### config.mk
export PLATFORM = sky130hd
export DESIGN_NAME = sram_like_arbiter_flat
export DESIGN_NICKNAME = d
export VERILOG_FILES = /design/src/rtl/sram_like_arbiter_if.sv /design/src/rtl/sram_like_arbiter.sv /design/src/flat_wrapper.sv
export SDC_FILE = /design/constraint.sdc
export NUM_CORES = 1
export LEC_CHECK = 0
export CAP_MARGIN = 10
export CORE_AREA = 2 2 121 123
export CTS_CLUSTER_SIZE = 28
export DETAILED_ROUTE_END_ITERATION = 8
export DIE_AREA = 0 0 123 125
export SLEW_MARGIN = 40
export SYNTH_ARGS = -nofsm -noshare
export SYNTH_HDL_FRONTEND = slang
export SYNTH_SLANG_ARGS = --single-unit
### constraint.sdc
create_clock -name clk -period 2.3 [get_ports clk]
set_input_delay 0.23 -clock clk [delete_from_list [all_inputs] [get_ports clk]]
set_output_delay 0.23 -clock clk [all_outputs]
set_load 0.01 [all_outputs]
### src/rtl/sram_like_arbiter_if.sv
// sram-like port bundle shared by the inst, data and bus sides.
// master drives the request; slave answers with addr_ok/data_ok/rdata.
interface sram_like_arbiter_if;
    logic        req;
    logic        wr;
    logic [1:0]  size;
    logic [31:0] addr;
    logic [31:0] wdata;
    logic        uncached;
    logic        addr_ok;
    logic        data_ok;
    logic [31:0] rdata;

    modport master (
        output req, wr, size, addr, wdata, uncached,
        input  addr_ok, data_ok, rdata
    );

    modport slave (
        input  req, wr, size, addr, wdata, uncached,
        output addr_ok, data_ok, rdata
    );
endinterface

### src/rtl/sram_like_arbiter.sv
// Two-into-one sram-like arbiter (inst + data onto one bus port).
// An in-order owner FIFO routes each bus response back to its issuer.
module sram_like_arbiter #(
    parameter int OUTSTANDING  = 2,
    parameter int STARVE_LIMIT = 4
) (
    input  logic                 clk,
    input  logic                 rst,
    sram_like_arbiter_if.slave   inst,
    sram_like_arbiter_if.slave   data,
    sram_like_arbiter_if.master  bus,
    output logic                 err
);

    localparam int PW = (OUTSTANDING > 1) ? $clog2(OUTSTANDING) : 1;
    localparam int CW = $clog2(OUTSTANDING + 1);
    localparam int SW = (STARVE_LIMIT > 0) ? $clog2(STARVE_LIMIT + 1) : 1;

    localparam logic [PW-1:0] PTR_LAST = PW'(OUTSTANDING - 1);
    localparam logic [CW-1:0] CNT_MAX  = CW'(OUTSTANDING);
    localparam logic [SW-1:0] STV_MAX  = SW'(STARVE_LIMIT);

    logic [OUTSTANDING-1:0] owner;
    logic [PW-1:0]          rd_ptr;
    logic [PW-1:0]          wr_ptr;
    logic [CW-1:0]          count;
    logic [SW-1:0]          starve;

    logic full;
    logic empty;
    logic can_issue;
    logic force_inst;
    logic pick_inst;
    logic gnt_inst;
    logic gnt_data;
    logic push;
    logic pop;
    logic head;

    function automatic logic [PW-1:0] ptr_inc(input logic [PW-1:0] p);
        return (p == PTR_LAST) ? '0 : p + 1'b1;
    endfunction

    assign full       = (count == CNT_MAX);
    assign empty      = (count == '0);
    assign pop        = bus.data_ok & ~empty;

    // A full FIFO can still take a request if a response frees a slot now.
    assign can_issue  = ~full | bus.data_ok;

    assign force_inst = inst.req & (starve == STV_MAX);
    assign pick_inst  = inst.req & (~data.req | force_inst);

    assign gnt_inst   = rst & can_issue & pick_inst;
    assign gnt_data   = rst & can_issue & data.req & ~pick_inst;
    assign push       = (gnt_inst | gnt_data) & bus.addr_ok;
    assign head       = owner[rd_ptr];

    // Request mux: data fields are the idle default.
    always_comb begin
        bus.req      = gnt_inst | gnt_data;
        bus.wr       = data.wr;
        bus.size     = data.size;
        bus.addr     = data.addr;
        bus.wdata    = data.wdata;
        bus.uncached = data.uncached;
        if (gnt_inst) begin
            bus.wr       = inst.wr;
            bus.size     = inst.size;
            bus.addr     = inst.addr;
            bus.wdata    = inst.wdata;
            bus.uncached = inst.uncached;
        end
    end

    // Handshake fan-out to the two requesters.
    always_comb begin
        inst.addr_ok = gnt_inst & bus.addr_ok;
        data.addr_ok = gnt_data & bus.addr_ok;
        inst.data_ok = rst & pop & ~head;
        data.data_ok = rst & pop & head;
        inst.rdata   = bus.rdata;
        data.rdata   = bus.rdata;
    end

    // Owner storage needs no reset: only slots between the pointers are read.
    always_ff @(posedge clk) begin
        if (rst && push) begin
            owner[wr_ptr] <= gnt_data;
        end
    end

    // FIFO pointers and occupancy.
    always_ff @(posedge clk) begin
        if (!rst) begin
            rd_ptr <= '0;
            wr_ptr <= '0;
            count  <= '0;
        end else begin
            if (push) begin
                wr_ptr <= ptr_inc(wr_ptr);
            end
            if (pop) begin
                rd_ptr <= ptr_inc(rd_ptr);
            end
            if (push && !pop) begin
                count <= count + 1'b1;
            end else if (pop && !push) begin
                count <= count - 1'b1;
            end
        end
    end

    // Counts data wins while inst waits; saturates at the limit.
    always_ff @(posedge clk) begin
        if (!rst) begin
            starve <= '0;
        end else if (!inst.req) begin
            starve <= '0;
        end else if (push && gnt_inst) begin
            starve <= '0;
        end else if (push && gnt_data && starve != STV_MAX) begin
            starve <= starve + 1'b1;
        end
    end

    // Sticky flag for a response that has no owner.
    always_ff @(posedge clk) begin
        if (!rst) begin
            err <= 1'b0;
        end else if (bus.data_ok && empty) begin
            err <= 1'b1;
        end
    end

endmodule

### src/flat_wrapper.sv
// flat-port wrapper written by rule: the top's interface ports become plain ports
module sram_like_arbiter_flat 
#(
    parameter int OUTSTANDING  = 2,
    parameter int STARVE_LIMIT = 4
)
  (clk, rst, err, inst_req, inst_wr, inst_size, inst_addr, inst_wdata, inst_uncached, inst_addr_ok, inst_data_ok, inst_rdata, data_req, data_wr, data_size, data_addr, data_wdata, data_uncached, data_addr_ok, data_data_ok, data_rdata, bus_req, bus_wr, bus_size, bus_addr, bus_wdata, bus_uncached, bus_addr_ok, bus_data_ok, bus_rdata);
  sram_like_arbiter_if inst_i ();
  sram_like_arbiter_if data_i ();
  sram_like_arbiter_if bus_i ();
  input  logic clk;
  input  logic rst;
  output logic err;
  input wire logic [$bits(inst_i.req)-1:0] inst_req;
  input wire logic [$bits(inst_i.wr)-1:0] inst_wr;
  input wire logic [$bits(inst_i.size)-1:0] inst_size;
  input wire logic [$bits(inst_i.addr)-1:0] inst_addr;
  input wire logic [$bits(inst_i.wdata)-1:0] inst_wdata;
  input wire logic [$bits(inst_i.uncached)-1:0] inst_uncached;
  output wire logic [$bits(inst_i.addr_ok)-1:0] inst_addr_ok;
  output wire logic [$bits(inst_i.data_ok)-1:0] inst_data_ok;
  output wire logic [$bits(inst_i.rdata)-1:0] inst_rdata;
  input wire logic [$bits(data_i.req)-1:0] data_req;
  input wire logic [$bits(data_i.wr)-1:0] data_wr;
  input wire logic [$bits(data_i.size)-1:0] data_size;
  input wire logic [$bits(data_i.addr)-1:0] data_addr;
  input wire logic [$bits(data_i.wdata)-1:0] data_wdata;
  input wire logic [$bits(data_i.uncached)-1:0] data_uncached;
  output wire logic [$bits(data_i.addr_ok)-1:0] data_addr_ok;
  output wire logic [$bits(data_i.data_ok)-1:0] data_data_ok;
  output wire logic [$bits(data_i.rdata)-1:0] data_rdata;
  output wire logic [$bits(bus_i.req)-1:0] bus_req;
  output wire logic [$bits(bus_i.wr)-1:0] bus_wr;
  output wire logic [$bits(bus_i.size)-1:0] bus_size;
  output wire logic [$bits(bus_i.addr)-1:0] bus_addr;
  output wire logic [$bits(bus_i.wdata)-1:0] bus_wdata;
  output wire logic [$bits(bus_i.uncached)-1:0] bus_uncached;
  input wire logic [$bits(bus_i.addr_ok)-1:0] bus_addr_ok;
  input wire logic [$bits(bus_i.data_ok)-1:0] bus_data_ok;
  input wire logic [$bits(bus_i.rdata)-1:0] bus_rdata;
  assign inst_i.req = inst_req;
  assign inst_i.wr = inst_wr;
  assign inst_i.size = inst_size;
  assign inst_i.addr = inst_addr;
  assign inst_i.wdata = inst_wdata;
  assign inst_i.uncached = inst_uncached;
  assign inst_addr_ok = inst_i.addr_ok;
  assign inst_data_ok = inst_i.data_ok;
  assign inst_rdata = inst_i.rdata;
  assign data_i.req = data_req;
  assign data_i.wr = data_wr;
  assign data_i.size = data_size;
  assign data_i.addr = data_addr;
  assign data_i.wdata = data_wdata;
  assign data_i.uncached = data_uncached;
  assign data_addr_ok = data_i.addr_ok;
  assign data_data_ok = data_i.data_ok;
  assign data_rdata = data_i.rdata;
  assign bus_req = bus_i.req;
  assign bus_wr = bus_i.wr;
  assign bus_size = bus_i.size;
  assign bus_addr = bus_i.addr;
  assign bus_wdata = bus_i.wdata;
  assign bus_uncached = bus_i.uncached;
  assign bus_i.addr_ok = bus_addr_ok;
  assign bus_i.data_ok = bus_data_ok;
  assign bus_i.rdata = bus_rdata;
  sram_like_arbiter #(.OUTSTANDING(OUTSTANDING), .STARVE_LIMIT(STARVE_LIMIT)) u_core (.clk(clk), .rst(rst), .inst(inst_i), .data(data_i), .bus(bus_i), .err(err));
endmodule
==> impl_metrics.ini <==
[floorplan]
fp.dieW_um = 123
row_count = 44
num_io_pins = 312
start_util = 0.139
die_h_um = 125
die_area_um2 = 15400
coreArea_um2 = 14200

[clock_network]
numCtsBuffers = 3
clockBufferDepth = 2
worstSkewPairLatency_ns = 0.23
ctsRootBufferMaster = clkbuf_16
htreeDepth = 1
cts_tree = built
clk_pin_slew_ns = 0.04
ctsHoldBuffers = 0
clock_sinks = 10

[sta]
finalHoldViolCount = 0
drv_slew = 0
rsz0062_at_grt = yes
fin_crit_sh = 0.983
setup_violations = 0
relSlewSlack = 0.518
skew_ns = 0.00251
fin_crit_ns = 2.26
tightest_slew_ns = 0.721
fmax_ghz = 0.442

[yosys]
avgSynthCellArea_um2 = 9.41
yosys.area.top_type_share = 0.342
syn-num-nets = 386
synth.distinct_cells = 38
ys_ff_latch = 10
yosysWarnings = 0
synthFlopType = dfxtp_1
synthArstFlopShare = 0
syn_area_um2 = 1980
synth-edff-count = 2
synth_area_leaders = mux2_2 (34%), buf_4 (27%), dfxtp_1 (8.1%), mux2_4 (6.8%), edfxtp_1 (3.0%)
synth_seq_area_share = 0.111
syn_inst = 210
synth_area_leader_cell = mux2_2

[global_routing]
grt_max_degree = 12
grt_overflow = 0
grtUsageTotal = 0.126
grt_pass1_wl_um = 14300
antenna_found_initial = 1
grt_pass1_vias = 2365

[layout]
fillers = 1468
layout_commonest_cell = clkdlybuf4s50_1
final_cells = 569
finish.utilization = 0.310
multi_input_area_um2 = 1280
layout_common_cells = clkdlybuf4s50_1 (145), mux2_4 (36), mux2_2 (33)
syn_to_final_growth_pct = 123
register_area_um2 = 223
drive_above_1_share = 0.406
finalNetCount = 561

[routing]
routed-via-count = 2181
drt_pass1_iterations = 4
drt_wl_total_um = 10200
wl_per_cell_um = 17.9
viasPerCell = 3.83
drt.antenna.violating_nets = 0
initialDrtViolationCount = 68
drc = 0

[placement]
place.gp.congestion = 0.765
placedCellCount = 546
hpwl_um = 7470
port_buffers = 215

[status]
status = complete, no violations

[power_and_ir_drop]
ir_worst_vdd_uv = 246
p_leak_nw = 1.93
power_density_nw_per_um2 = 280

[worst_hold_path]
hold_class = in2out

[critical_path]
worstPathArrival_ns = 2.03
critPathKind = reg2out
cp_max_fo = 8
cp.required_ns = 2.07
end_kind = output pin
startpoint_type = flip-flop

[flow_run]
maxCapViolCount = 0
-- logic make-up after synthesis --
group,synth area share
mux,0.415
simple gates,0.0931
flops,0.111
xor+xnor,0.00887
buf+inv,0.301
fa+ha+maj,0.0127
compound gates,0.0570
-- synthesized netlist by cell type, drive strengths merged, types with 4 or more instances --
cell,count
dfxtp,8
a21oi,4
nor2,5
nand2,8
buf,74
mux2,69
o21ai,4
inv,4
-- per-stage QoR --
stage	setup TNS (ns)	setup WS, ns	power [mW]	cell area [µm²]	hold slack, ns
after floorplan	0	0.532	0.531	1980	0.392
after global placement	-14.49	-0.313	0.867	3890	0.460
after detailed placement	-15.04	-0.315	0.868	3890	0.460
after CTS	0	0.00333	1.22	4310	0.460
after global routing	-0.124	-0.0263	1.30	4400	0.460
final	0	0.0396	1.23	4400	0.460
-- final cells by class --
class,count,area share
antenna,1,0.000568
clock buffer,3,0.0171
clock inverter,1,0.000853
inverter,4,0.00341
multi-input combinational,121,0.291
sequential,10,0.0506
tap,184,0.0523
timing repair buffer,245,0.585
-- routing by layer --
metal / GRT usage / share of wire / vias up
met5: 0 / 0 / -
met4: 0.0147 / 0.0028 / 0
met3: 0.0429 / 0.094 / 4
met2: 0.213 / 0.48 / 166
met1: 0.159 / 0.42 / 987
li1: - / - / 1024
-- critical path: stages, from the launching register on --
cell and delay, ns:
dfxtp_2 0.32, inv_2 0.05, ha_4 0.15, a21bo_4 0.21
nand4_4 0.11, buf_6 0.13, buf_12 0.12, buf_12 0.11
buf_12 0.14, mux2_4 0.32, buf_6 0.12
-- registers in the layout (all words and copies together) (netlist names) --
name / cells
u_core.owner: 2
u_core.count: 2
u_core.err: 1
u_core.starve: 3
u_core.rd_ptr: 1
u_core.wr_ptr: 1
-- path summary, 6_finish.rpt --
kind	startpoint	endpoint	slack, ns	depth (start not counted)
worst max-delay path	u_core.starve[1]	bus_addr[14]	0.04	10
worst min-delay path	bus_rdata[24]	data_rdata[24]	0.46	0
worst max register to register	u_core.starve[1]	u_core.starve[1]	0.71	6
worst min register to register	u_core.err	u_core.err	0.50	2
-- report_power, final --
part / internal, mW / total (mW) / switching, mW / leakage [nW]
clock: 0.227 / 0.302 / 0.0743 / 0.0385
combinational: 0.503 / 0.736 / 0.234 / 1.81
sequential: 0.188 / 0.194 / 0.00566 / 0.0851
total: 0.918 / 1.23 / 0.314 / 1.93
-- what timing repair did --
action | in CTS | in global routing
resized for setup | 237 | 38
endpoints found under the setup margin | 68 | 32
cloned | 8 | 0
pin swaps | 4 | 0
buffers inserted | 10 | 1
No activity file was read; power rests on OpenSTA's default activity.
